===== src/rtl/hazard_unit.sv =====
// Hazard controller for the 5-stage RV32I pipeline (F/D/E/M/W).
// Produces operand-forwarding selects, load-use stalls, redirect flushes,
// multi-cycle memory-stage stalls for a RAM of MEM_LAT cycles, and
// saturating performance counters for stall cycles and taken redirects.
module hazard_unit #(
    parameter int REG_AW  = 5,
    parameter int MEM_LAT = 1,
    parameter int CNT_W   = 32
) (
    input  logic              clk,
    input  logic              rst,
    input  logic              clear_i,
    input  logic [REG_AW-1:0] rs1D_i,
    input  logic [REG_AW-1:0] rs2D_i,
    input  logic [REG_AW-1:0] rs1E_i,
    input  logic [REG_AW-1:0] rs2E_i,
    input  logic [REG_AW-1:0] rdE_i,
    input  logic              regWriteE_i,
    input  logic              resultSrcE_i,
    input  logic              PCsrcE_i,
    input  logic [REG_AW-1:0] rdM_i,
    input  logic              regWriteM_i,
    input  logic              memReqM_i,
    input  logic [REG_AW-1:0] rdW_i,
    input  logic              regWriteW_i,
    output logic [1:0]        forwardAE_o,
    output logic [1:0]        forwardBE_o,
    output logic              stallF_o,
    output logic              stallD_o,
    output logic              stallE_o,
    output logic              stallM_o,
    output logic              flushD_o,
    output logic              flushE_o,
    output logic              flushW_o,
    output logic              busy_o,
    output logic [CNT_W-1:0]  stall_cycles_o,
    output logic [CNT_W-1:0]  redirects_o
);

    // Latency countdown only needs to hold MEM_LAT-2.
    localparam int CW = (MEM_LAT > 2) ? $clog2(MEM_LAT) : 1;
    localparam bit MEM_MULTI = (MEM_LAT > 1);
    localparam bit MEM_LONG  = (MEM_LAT > 2);
    localparam logic [CW-1:0] CNT_LOAD = (MEM_LAT > 2) ? CW'(MEM_LAT - 2) : {CW{1'b0}};
    localparam logic [CW-1:0] CNT_ONE  = CW'(32'd1);
    localparam logic [CNT_W-1:0] CNT_MAX = {CNT_W{1'b1}};
    localparam logic [CNT_W-1:0] CNT_INC = CNT_W'(32'd1);
    localparam logic [REG_AW-1:0] REG_ZERO = {REG_AW{1'b0}};

    typedef enum logic [1:0] {
        IDLE    = 2'd0,
        BUSY    = 2'd1,
        RELEASE = 2'd2
    } mem_state_t;

    mem_state_t        state;
    mem_state_t        state_next;
    logic [CW-1:0]     cnt;
    logic [CW-1:0]     cnt_next;
    logic              mem_stall;
    logic              lw_stall;
    logic              redirect_take;
    logic              busy_r;
    logic [CNT_W-1:0]  stall_cnt_r;
    logic [CNT_W-1:0]  redir_cnt_r;

    // Forward select for one E-stage operand: M beats W, x0 never forwarded.
    function automatic logic [1:0] fwd_sel(
        input logic [REG_AW-1:0] rs,
        input logic [REG_AW-1:0] rd_m,
        input logic              wr_m,
        input logic [REG_AW-1:0] rd_w,
        input logic              wr_w
    );
        logic [1:0] sel;
        if (wr_m && (rd_m != REG_ZERO) && (rd_m == rs)) begin
            sel = 2'b10;
        end else if (wr_w && (rd_w != REG_ZERO) && (rd_w == rs)) begin
            sel = 2'b01;
        end else begin
            sel = 2'b00;
        end
        return sel;
    endfunction

    // Operand forwarding selects for both E-stage sources.
    always_comb begin
        forwardAE_o = fwd_sel(rs1E_i, rdM_i, regWriteM_i, rdW_i, regWriteW_i);
        forwardBE_o = fwd_sel(rs2E_i, rdM_i, regWriteM_i, rdW_i, regWriteW_i);
    end

    // Load in E whose destination feeds a source of the instruction in D.
    always_comb begin
        lw_stall = resultSrcE_i && regWriteE_i && (rdE_i != REG_ZERO) &&
                   ((rdE_i == rs1D_i) || (rdE_i == rs2D_i));
    end

    // Memory FSM state and latency counter register.
    always_ff @(posedge clk or posedge rst) begin
        if (rst) begin
            state <= IDLE;
            cnt   <= {CW{1'b0}};
        end else begin
            state <= state_next;
            cnt   <= cnt_next;
        end
    end

    // Memory FSM next state and memory stall; RELEASE ignores memReqM_i so
    // the instruction leaving M cannot retrigger its own stall.
    always_comb begin
        state_next = state;
        cnt_next   = cnt;
        mem_stall  = 1'b0;
        case (state)
            IDLE: begin
                if (memReqM_i && MEM_MULTI) begin
                    mem_stall  = 1'b1;
                    cnt_next   = CNT_LOAD;
                    state_next = MEM_LONG ? BUSY : RELEASE;
                end else begin
                    state_next = IDLE;
                end
            end
            BUSY: begin
                mem_stall = 1'b1;
                if (cnt == CNT_ONE) begin
                    state_next = RELEASE;
                end else begin
                    cnt_next = cnt - CNT_ONE;
                end
            end
            RELEASE: begin
                state_next = IDLE;
            end
            default: begin
                state_next = IDLE;
                cnt_next   = {CW{1'b0}};
            end
        endcase
    end

    // Stall/flush priority: memory stall, then redirect, then load-use.
    // A redirect during a memory stall is deferred because the PC is held.
    always_comb begin
        stallF_o      = 1'b0;
        stallD_o      = 1'b0;
        stallE_o      = 1'b0;
        stallM_o      = 1'b0;
        flushD_o      = 1'b0;
        flushE_o      = 1'b0;
        flushW_o      = 1'b0;
        redirect_take = 1'b0;
        if (mem_stall) begin
            stallF_o = 1'b1;
            stallD_o = 1'b1;
            stallE_o = 1'b1;
            stallM_o = 1'b1;
            flushW_o = 1'b1;
        end else if (PCsrcE_i) begin
            flushD_o      = 1'b1;
            flushE_o      = 1'b1;
            redirect_take = 1'b1;
        end else if (lw_stall) begin
            stallF_o = 1'b1;
            stallD_o = 1'b1;
            flushE_o = 1'b1;
        end else begin
            stallF_o = 1'b0;
        end
    end

    // Busy flag registered from the next state so it equals "FSM not IDLE".
    always_ff @(posedge clk or posedge rst) begin
        if (rst) begin
            busy_r <= 1'b0;
        end else begin
            busy_r <= (state_next != IDLE);
        end
    end

    // Saturating stall-cycle counter; clear wins over increment.
    always_ff @(posedge clk or posedge rst) begin
        if (rst) begin
            stall_cnt_r <= {CNT_W{1'b0}};
        end else if (clear_i) begin
            stall_cnt_r <= {CNT_W{1'b0}};
        end else if (stallF_o && (stall_cnt_r != CNT_MAX)) begin
            stall_cnt_r <= stall_cnt_r + CNT_INC;
        end else begin
            stall_cnt_r <= stall_cnt_r;
        end
    end

    // Saturating counter of redirects actually taken; clear wins.
    always_ff @(posedge clk or posedge rst) begin
        if (rst) begin
            redir_cnt_r <= {CNT_W{1'b0}};
        end else if (clear_i) begin
            redir_cnt_r <= {CNT_W{1'b0}};
        end else if (redirect_take && (redir_cnt_r != CNT_MAX)) begin
            redir_cnt_r <= redir_cnt_r + CNT_INC;
        end else begin
            redir_cnt_r <= redir_cnt_r;
        end
    end

    assign busy_o         = busy_r;
    assign stall_cycles_o = stall_cnt_r;
    assign redirects_o    = redir_cnt_r;

endmodule


===== config.mk =====
export PLATFORM = sky130hd
export DESIGN_NAME = hazard_unit
export DESIGN_NICKNAME = d
export VERILOG_FILES = /design/src/rtl/hazard_unit.sv
export SDC_FILE = /design/constraint.sdc
export NUM_CORES = 1
export LEC_CHECK = 0
export CAP_MARGIN = 5
export CORE_ASPECT_RATIO = 1.2
export CORE_MARGIN = 1
export CORE_UTILIZATION = 44
export CTS_CLUSTER_SIZE = 14
export DETAILED_ROUTE_END_ITERATION = 7
export PLACE_DENSITY_LB_ADDON = 0.3
export SLEW_MARGIN = 25
export SYNTH_ARGS = -nofsm -noshare
export SYNTH_HDL_FRONTEND = slang
export SYNTH_SLANG_ARGS = --single-unit
export TNS_END_PERCENT = 30

===== constraint.sdc =====
create_clock -name clk -period 2.7 [get_ports clk]
set_input_delay 0.27 -clock clk [delete_from_list [all_inputs] [get_ports clk]]
set_output_delay 0.27 -clock clk [all_outputs]
set_load 0.1 [all_outputs]

==> metrics, run 1 <==
footprint of the multi-input gates 2270 µm²; final WL 10.5 mm; fin crit period 2.50 ns; initial detailed-routing violation count 165; worst setup path startpoint rdW_i[2]; die area 9640 µm²; share of flip-flops with an asynchronous set or reset 100%; commonest non-fill, non-tap cells in the layout buf_4 (82), xor2_1 (54), nor2_1 (51); status finished clean; Startpoint Class input pin; mapped cell area 4070 µm²; worst min path class input pin to async pin; Mapped Cells 445; antenna diode count 0; global-route wire length before repair 17.9 mm; part of the power in registers 48.6%; root buffer cell clkbuf_8; DR pass1 iterations 5; largest fanout on the critical path 3; Pwr Density 376 nW/µm²; area taken by flip-flops and latches 1730 µm²; Setup crit end forwardBE_o[0]; DR WL/cell 15.2 µm; Die Wd 89.8 µm; DR WL met3 400 µm; H-tree Lvls 3; CP required 2.43 ns; DR DRC count 0; global-route usage over all layers 22.9%; Slew headroom 57.9%; I/O pin count 120; CTS Buf Count 9; CTS tree built; via-per-instance ratio 5.61; Arrival @ worst endpoint 2.23 ns; Slew Viols, Final 0; Fin Clk Skew 0.0110 ns; hold_buf cts 0; Core Region 9030 µm²; Leak 2.34 nW; final setup violating endpoints 0; met1 WL 4.37 mm; pre-CTS WS 0.105 ns; die height 107 µm; Layout Nets 611; post-synth cell types 42; largest net degree at the start of global routing 41; clock network fraction of total power 38.8%; Detail Route Antenna Nets 0; Top Metal Used met4; Top FF cell, synth dfrtp_1; Gate power share 12.6%; pin slew with the least headroom to its limit 0.631 ns; initial core utilization 45.0%; Longest Clk Path Bufs 2; Syn. warnings 0; commonest non-fill, non-tap cell in the layout buf_4; RSZ-0062 raised after global routing false; number of synthesized register bits 68; final hold vios 0; clock slew at reported path FFs 0.07 ns; vias in the first global route 3826; Tcrit/Tclk final 92.5%; Fill cells 775; worst reg2reg path depth 8; highest clock rate 0.401 GHz; CTS resizes 0; Post-synth EDFFs 0; register area share after synthesis 41.8%; DR vias 3874; total chip power 0.00211 W; final worst slack 0.203 ns; Net Sw Frac 26.2%; initial antenna violation count 0; sw power 0.000552 W; Rows 38; reg-to-reg slack, setup 0.38 ns; Post-CTS Setup Repair Bufs 0; post-synth net total 491; Avg Inst Size Synth 9.14 µm²; worst r2r dst stall_cycles_o[19]; share of layout cells above drive strength 1 25.8%; internal power 0.00156 W; Syn-to-layout area delta 37.8%; worst r2r src stall_cycles_o[0]; grt total ovfl 0; Skew-Pair Late Insertion Delay 0.35 ns; Peak VDD IR 0.210 mV; DR WL met2 5.48 mm; HPWL Detailed 7.71 mm; critical path type input pin to output port; Max Cap Viol 0; Port Buffers 118; critical path endpoint category output port; Placer Congestion 0.816; CTS Sinks 68
-- metal layers --
metal | global-route usage [%] | vias up
li1 | - | 1851
met1 | 27.3 | 1899
met2 | 40.9 | 101
met3 | 3.18 | 23
met4 | 10.5 | 0
met5 | 0 | -
-- through the flow --
stage               area [µm²]  setup TNS, ns  hold slack, ns  util, %  cells
finish                    5610              0           0.283     62.1    690
global route              5610              0           0.334     62.1    690
CTS                       5610              0           0.291     62.1    690
detailed placement        5420              0           0.422     60.0    674
global placement          5420              0           0.411     60.0    674
floorplan                 4190          -1.15           0.403        -    445
-- cell families (layout without fill, tap and decap cells) --
| logic type | count (synthesis) | after routing | share of synthesized area, % |
|---|---|---|---|
| buffers and inverters | 33 | 158 | 4.77 |
| AO/OA/AOI/OAI | 66 | 66 | 9.44 |
| multiplexers | 3 | 3 | 0.984 |
| adder cells (fa/ha/maj) | 2 | 2 | 0.615 |
| flip-flops | 68 | 68 | 41.8 |
| XOR/XNOR | 61 | 61 | 13.1 |
| AND/OR/NAND/NOR | 212 | 212 | 29.2 |
-- cell type report --
class | count | area share, %
clock buffers | 11 | 2.34
clock inverters | 5 | 0.937
inverters | 7 | 0.469
multi-input cells | 344 | 40.5
flip-flops and latches | 68 | 30.8
well taps | 120 | 2.68
repair buffers | 135 | 22.3
-- cells in the mapped netlist (all sizes together), types with 2 or more instances --
master  count  area share [%]
xnor2       7             1.5
nor3        5            0.61
o21ai      17             2.1
nor4        7             1.4
mux2        2            0.74
or3b        2            0.43
inv         7            0.65
dfrtp      68              42
o41ai       2            0.43
o31ai      15             2.8
nand3      30             3.7
nor2b       4            0.61
or4        21             3.9
nand4b      2            0.43
and2        5            0.77
and4        9             1.9
ha          2            0.61
a21oi      29             3.6
nand4      27             4.3
buf        11             2.7
nand2      22             2.0
and3       11             1.7
xor2       54              12
nor2       51             4.7
clkbuf     15             1.4
nand2b      2            0.31
or3        11             1.7
-- registers in the layout, indices dropped and copies added, names as in the netlist --
signal,flops
stall_cycles_o,32
cnt,1
busy_o,1
redirects_o,32
state,2
-- how the worst min path moves through the flow --
stage,from,endpoint,slack (ns),cells past startpoint
2_1_floorplan,cnt,state[0],0.40,1
3_3_place_gp,cnt,state[0],0.41,1
3_5_place_dp,cnt,state[0],0.42,1
4_1_cts,rst,redirects_o[23],0.29,2
5_1_grt,rst,redirects_o[23],0.33,2
6_report,rst,redirects_o[13],0.28,2
-- worst max-delay path: stages --
cell	delay (ns)
clkdlybuf4s50_1	0.56
or4_1	0.14
o21ai_0	0.09
or4_1	0.59
nor4_4	0.35
buf_12	0.21
-- power by group through the flow --
stage / clock (W) / combinational (W) / sequential (W)
after global routing: 0.000875 / 0.000285 / 0.00102
after global placement: 0 / 0.000262 / 0.00104
final: 0.000817 / 0.000266 / 0.00103
after CTS: 0.000837 / 0.000269 / 0.00102
after detailed placement: 0 / 0.000268 / 0.00104
after floorplan: 0 / 0.000118 / 0.00107
Power figures use the tool's default switching activity.
==> inputs of run 2 (changes only) <==
--- a/config.mk
+++ b/config.mk
@@ -5,6 +5,7 @@
 export SDC_FILE = /design/constraint.sdc
 export NUM_CORES = 1
 export LEC_CHECK = 0
+export ABC_AREA = 1
 export CAP_MARGIN = 5
 export CORE_ASPECT_RATIO = 1.2
 export CORE_MARGIN = 1
==> metrics, run 2 <==
CP required 2.43 ns (about the same); I/O pin count 120 (unchanged); largest fanout on the critical path 3 (unchanged); Max Cap Viol 0 (unchanged); top cell type's share of synthesized area 32.9% (was 41.8%); Top FF cell, synth dfrtp_1 (unchanged); DR vias 5380 (was 3874); CTS resizes 0 (unchanged); DR WL/cell 13.5 µm (was 15.2 µm); Net Sw Frac 24.8% (was 26.2%); clock slew at reported path FFs 0.06 ns (was 0.07 ns); pin slew with the least headroom to its limit 0.821 ns (was 0.631 ns); Gate power share 10.5% (was 12.6%); Die Wd 101 µm (was 89.8 µm); Slew headroom 45.3% (was 57.9%); part of the power in registers 39.3% (was 48.6%); critical path type input pin to output port (unchanged); CTS Sinks 68 (unchanged); vias in the first global route 4939 (was 3826); CTS tree built (unchanged); Fin Clk Skew 0.00639 ns (was 0.0110 ns); Syn. warnings 0 (unchanged); most common library cells after synthesis nand2_1 (266), nor2_1 (115), inv_1 (89), nand3_1 (71), dfrtp_1 (68) (was dfrtp_1 (68), xor2_1 (54), nor2_1 (51), nand3_1 (30), a21oi_1 (29)); worst min path class input pin to async pin (unchanged); commonest non-fill, non-tap cell in the layout nand2_1 (was buf_4); CTS Buf Count 9 (unchanged); final WL 14.4 mm (was 10.5 mm); largest net degree at the start of global routing 83 (was 41); mapped cell area 5170 µm² (was 4070 µm²); root buffer cell clkbuf_16 (was clkbuf_8); Peak VDD IR 0.298 mV (was 0.210 mV); Avg Inst Size Synth 6.46 µm² (was 9.14 µm²); share of layout cells above drive strength 1 14.4% (was 25.8%); RSZ-0062 raised after global routing false (unchanged); Mapped Cells 801 (was 445); Tcrit/Tclk final 82.5% (was 92.5%); fin crit period 2.23 ns (was 2.50 ns); Layout Nets 958 (was 611); HPWL Detailed 10.8 mm (was 7.71 mm); Arrival @ worst endpoint 1.96 ns (was 2.23 ns); Skew-Pair Late Insertion Delay 0.34 ns (was 0.35 ns); Pwr Density 388 nW/µm² (was 376 nW/µm²); DR pass1 iterations 5 (unchanged); global-route usage over all layers 24.5% (was 22.9%); Syn-to-layout area delta 29.9% (was 37.8%); die height 121 µm (was 107 µm); Synth area leader dfrtp_1 (unchanged); die area 12200 µm² (was 9640 µm²); initial antenna violation count 0 (unchanged); Detail Route Antenna Nets 0 (unchanged); total chip power 0.00261 W (was 0.00211 W); register area share after synthesis 32.9% (was 41.8%); Min Hold Slack 0.250 ns (was 0.283 ns); Slew Viols, Final 0 (unchanged); Area contributors post-synth dfrtp_1 (33%), nand2_1 (19%), nor2_1 (8.3%), nand3_1 (6.9%), inv_1 (6.5%) (was dfrtp_1 (42%), xor2_1 (12%), nor2_1 (4.7%), nand4_1 (4.0%), or4_1 (3.9%)); Leak 3.35 nW (was 2.34 nW); Core Region 11500 µm² (was 9030 µm²); number of synthesized register bits 68 (unchanged); sw power 0.000648 W (was 0.000552 W); Longest Clk Path Bufs 2 (unchanged); final hold vios 0 (unchanged); status finished clean (unchanged); highest clock rate 0.449 GHz (was 0.401 GHz); global-route wire length before repair 23.6 mm (was 17.9 mm); Post-CTS Setup Repair Bufs 0 (unchanged); Rows 43 (was 38); Fill cells 1150 (was 775); hold_buf cts 0 (unchanged); internal power 0.00196 W (was 0.00156 W); commonest non-fill, non-tap cells in the layout nand2_1 (266), nor2_1 (113), inv_1 (87) (was buf_4 (82), xor2_1 (54), nor2_1 (51)); Startpoint Class input pin (unchanged); count leader, synth nand2_1 (was dfrtp_1); critical path endpoint category output port (unchanged); via-per-instance ratio 5.01 (was 5.61); grt total ovfl 0 (unchanged); antenna diode count 0 (unchanged); final setup violating endpoints 0 (unchanged); Port Buffers 118 (unchanged); clock network fraction of total power 50.3% (was 38.8%); DR DRC count 0 (unchanged); initial core utilization 44.9% (was 45.0%); initial detailed-routing violation count 178 (was 165); Post-synth EDFFs 0 (unchanged); share of flip-flops with an asynchronous set or reset 100% (unchanged); post-synth net total 847 (was 491); H-tree Lvls 3 (unchanged); post-synth cell types 30 (was 42); Placer Congestion 0.916 (was 0.816)
[run 2: metrics by stage]
| stage | setup TNS (ns) | setup slack (ns) | utilization [%] | instance area, µm² | std cells |
|---|---|---|---|---|---|
| floorplan | -0.556 | -0.278 | - | 5190 | 801 |
| global placement | 0 | 0.408 | 55.6 | 6400 | 1058 |
| detailed placement | 0 | 0.374 | 55.6 | 6400 | 1058 |
| CTS | 0 | 0.455 | 58.4 | 6720 | 1074 |
| global route | 0 | 0.286 | 58.4 | 6720 | 1074 |
| finish | 0 | 0.472 | 58.4 | 6720 | 1074 |
[run 2: worst max-delay path, cell delays in order]
cell	delay, ns
clkdlybuf4s50_1	0.46
or2_2	0.32
o41ai_1	0.28
buf_4	0.19
nor3_2	0.05
nor2_1	0.18
buf_12	0.20
[run 2: layer usage]
metal	vias to the layer above	global-route usage, %	wire (µm)
li1	2759	-	-
met1	2457	28.2	5960
met2	139	46.1	7560
met3	25	3.01	593
met4	0	8.24	333
met5	-	0	0
[run 2: cells by family (layout without fill, tap and decap cells)]
group | count (synthesis) | after routing | share of synthesized area [%]
AO/OA/AOI/OAI | 13 | 13 | 1.55
adder cells (fa/ha/maj) | 2 | 2 | 0.483
flip-flops | 68 | 68 | 32.9
AND/OR/NAND/NOR | 543 | 543 | 46.1
XOR/XNOR | 55 | 55 | 9.31
buffers and inverters | 120 | 236 | 9.70
[run 2: power by group through the flow]
| stage | Sequential, W | Clock [W] | Combinational, W |
|---|---|---|---|
| 6_report | 0.00103 | 0.00131 | 0.000273 |
| 5_1_grt | 0.00102 | 0.00137 | 0.000297 |
| 4_1_cts | 0.00103 | 0.00134 | 0.000277 |
| 3_5_place_dp | 0.00104 | 0 | 0.000277 |
| 3_3_place_gp | 0.00104 | 0 | 0.000274 |
| 2_1_floorplan | 0.00106 | 0 | 0.000138 |
[run 2: final cells by class]
class	count	area, µm²	share of cell area (%)
multi-input cells	613	2990	44.5
inverters	93	349	5.19
repair buffers	127	1160	17.2
flip-flops and latches	68	1700	25.3
clock buffers	10	239	3.55
well taps	157	196	2.92
clock inverters	6	87.6	1.30
[run 2: path summary, 6_finish.rpt]
| path | from | end | slack [ns] | cells after the start |
|---|---|---|---|---|
| worst max-delay path | rdM_i[0] | forwardAE_o[0] | 0.47 | 7 |
| worst min-delay path | rst | stall_cycles_o[30] | 0.25 | 2 |
| worst max register to register | redirects_o[1] | redirects_o[30] | 0.49 | 11 |
| worst min register to register | cnt | state[0] | 0.42 | 1 |
| max in group asynchronous | rst | redirects_o[9] | 1.85 | 3 |
| min in group clk | cnt | state[0] | 0.42 | 1 |
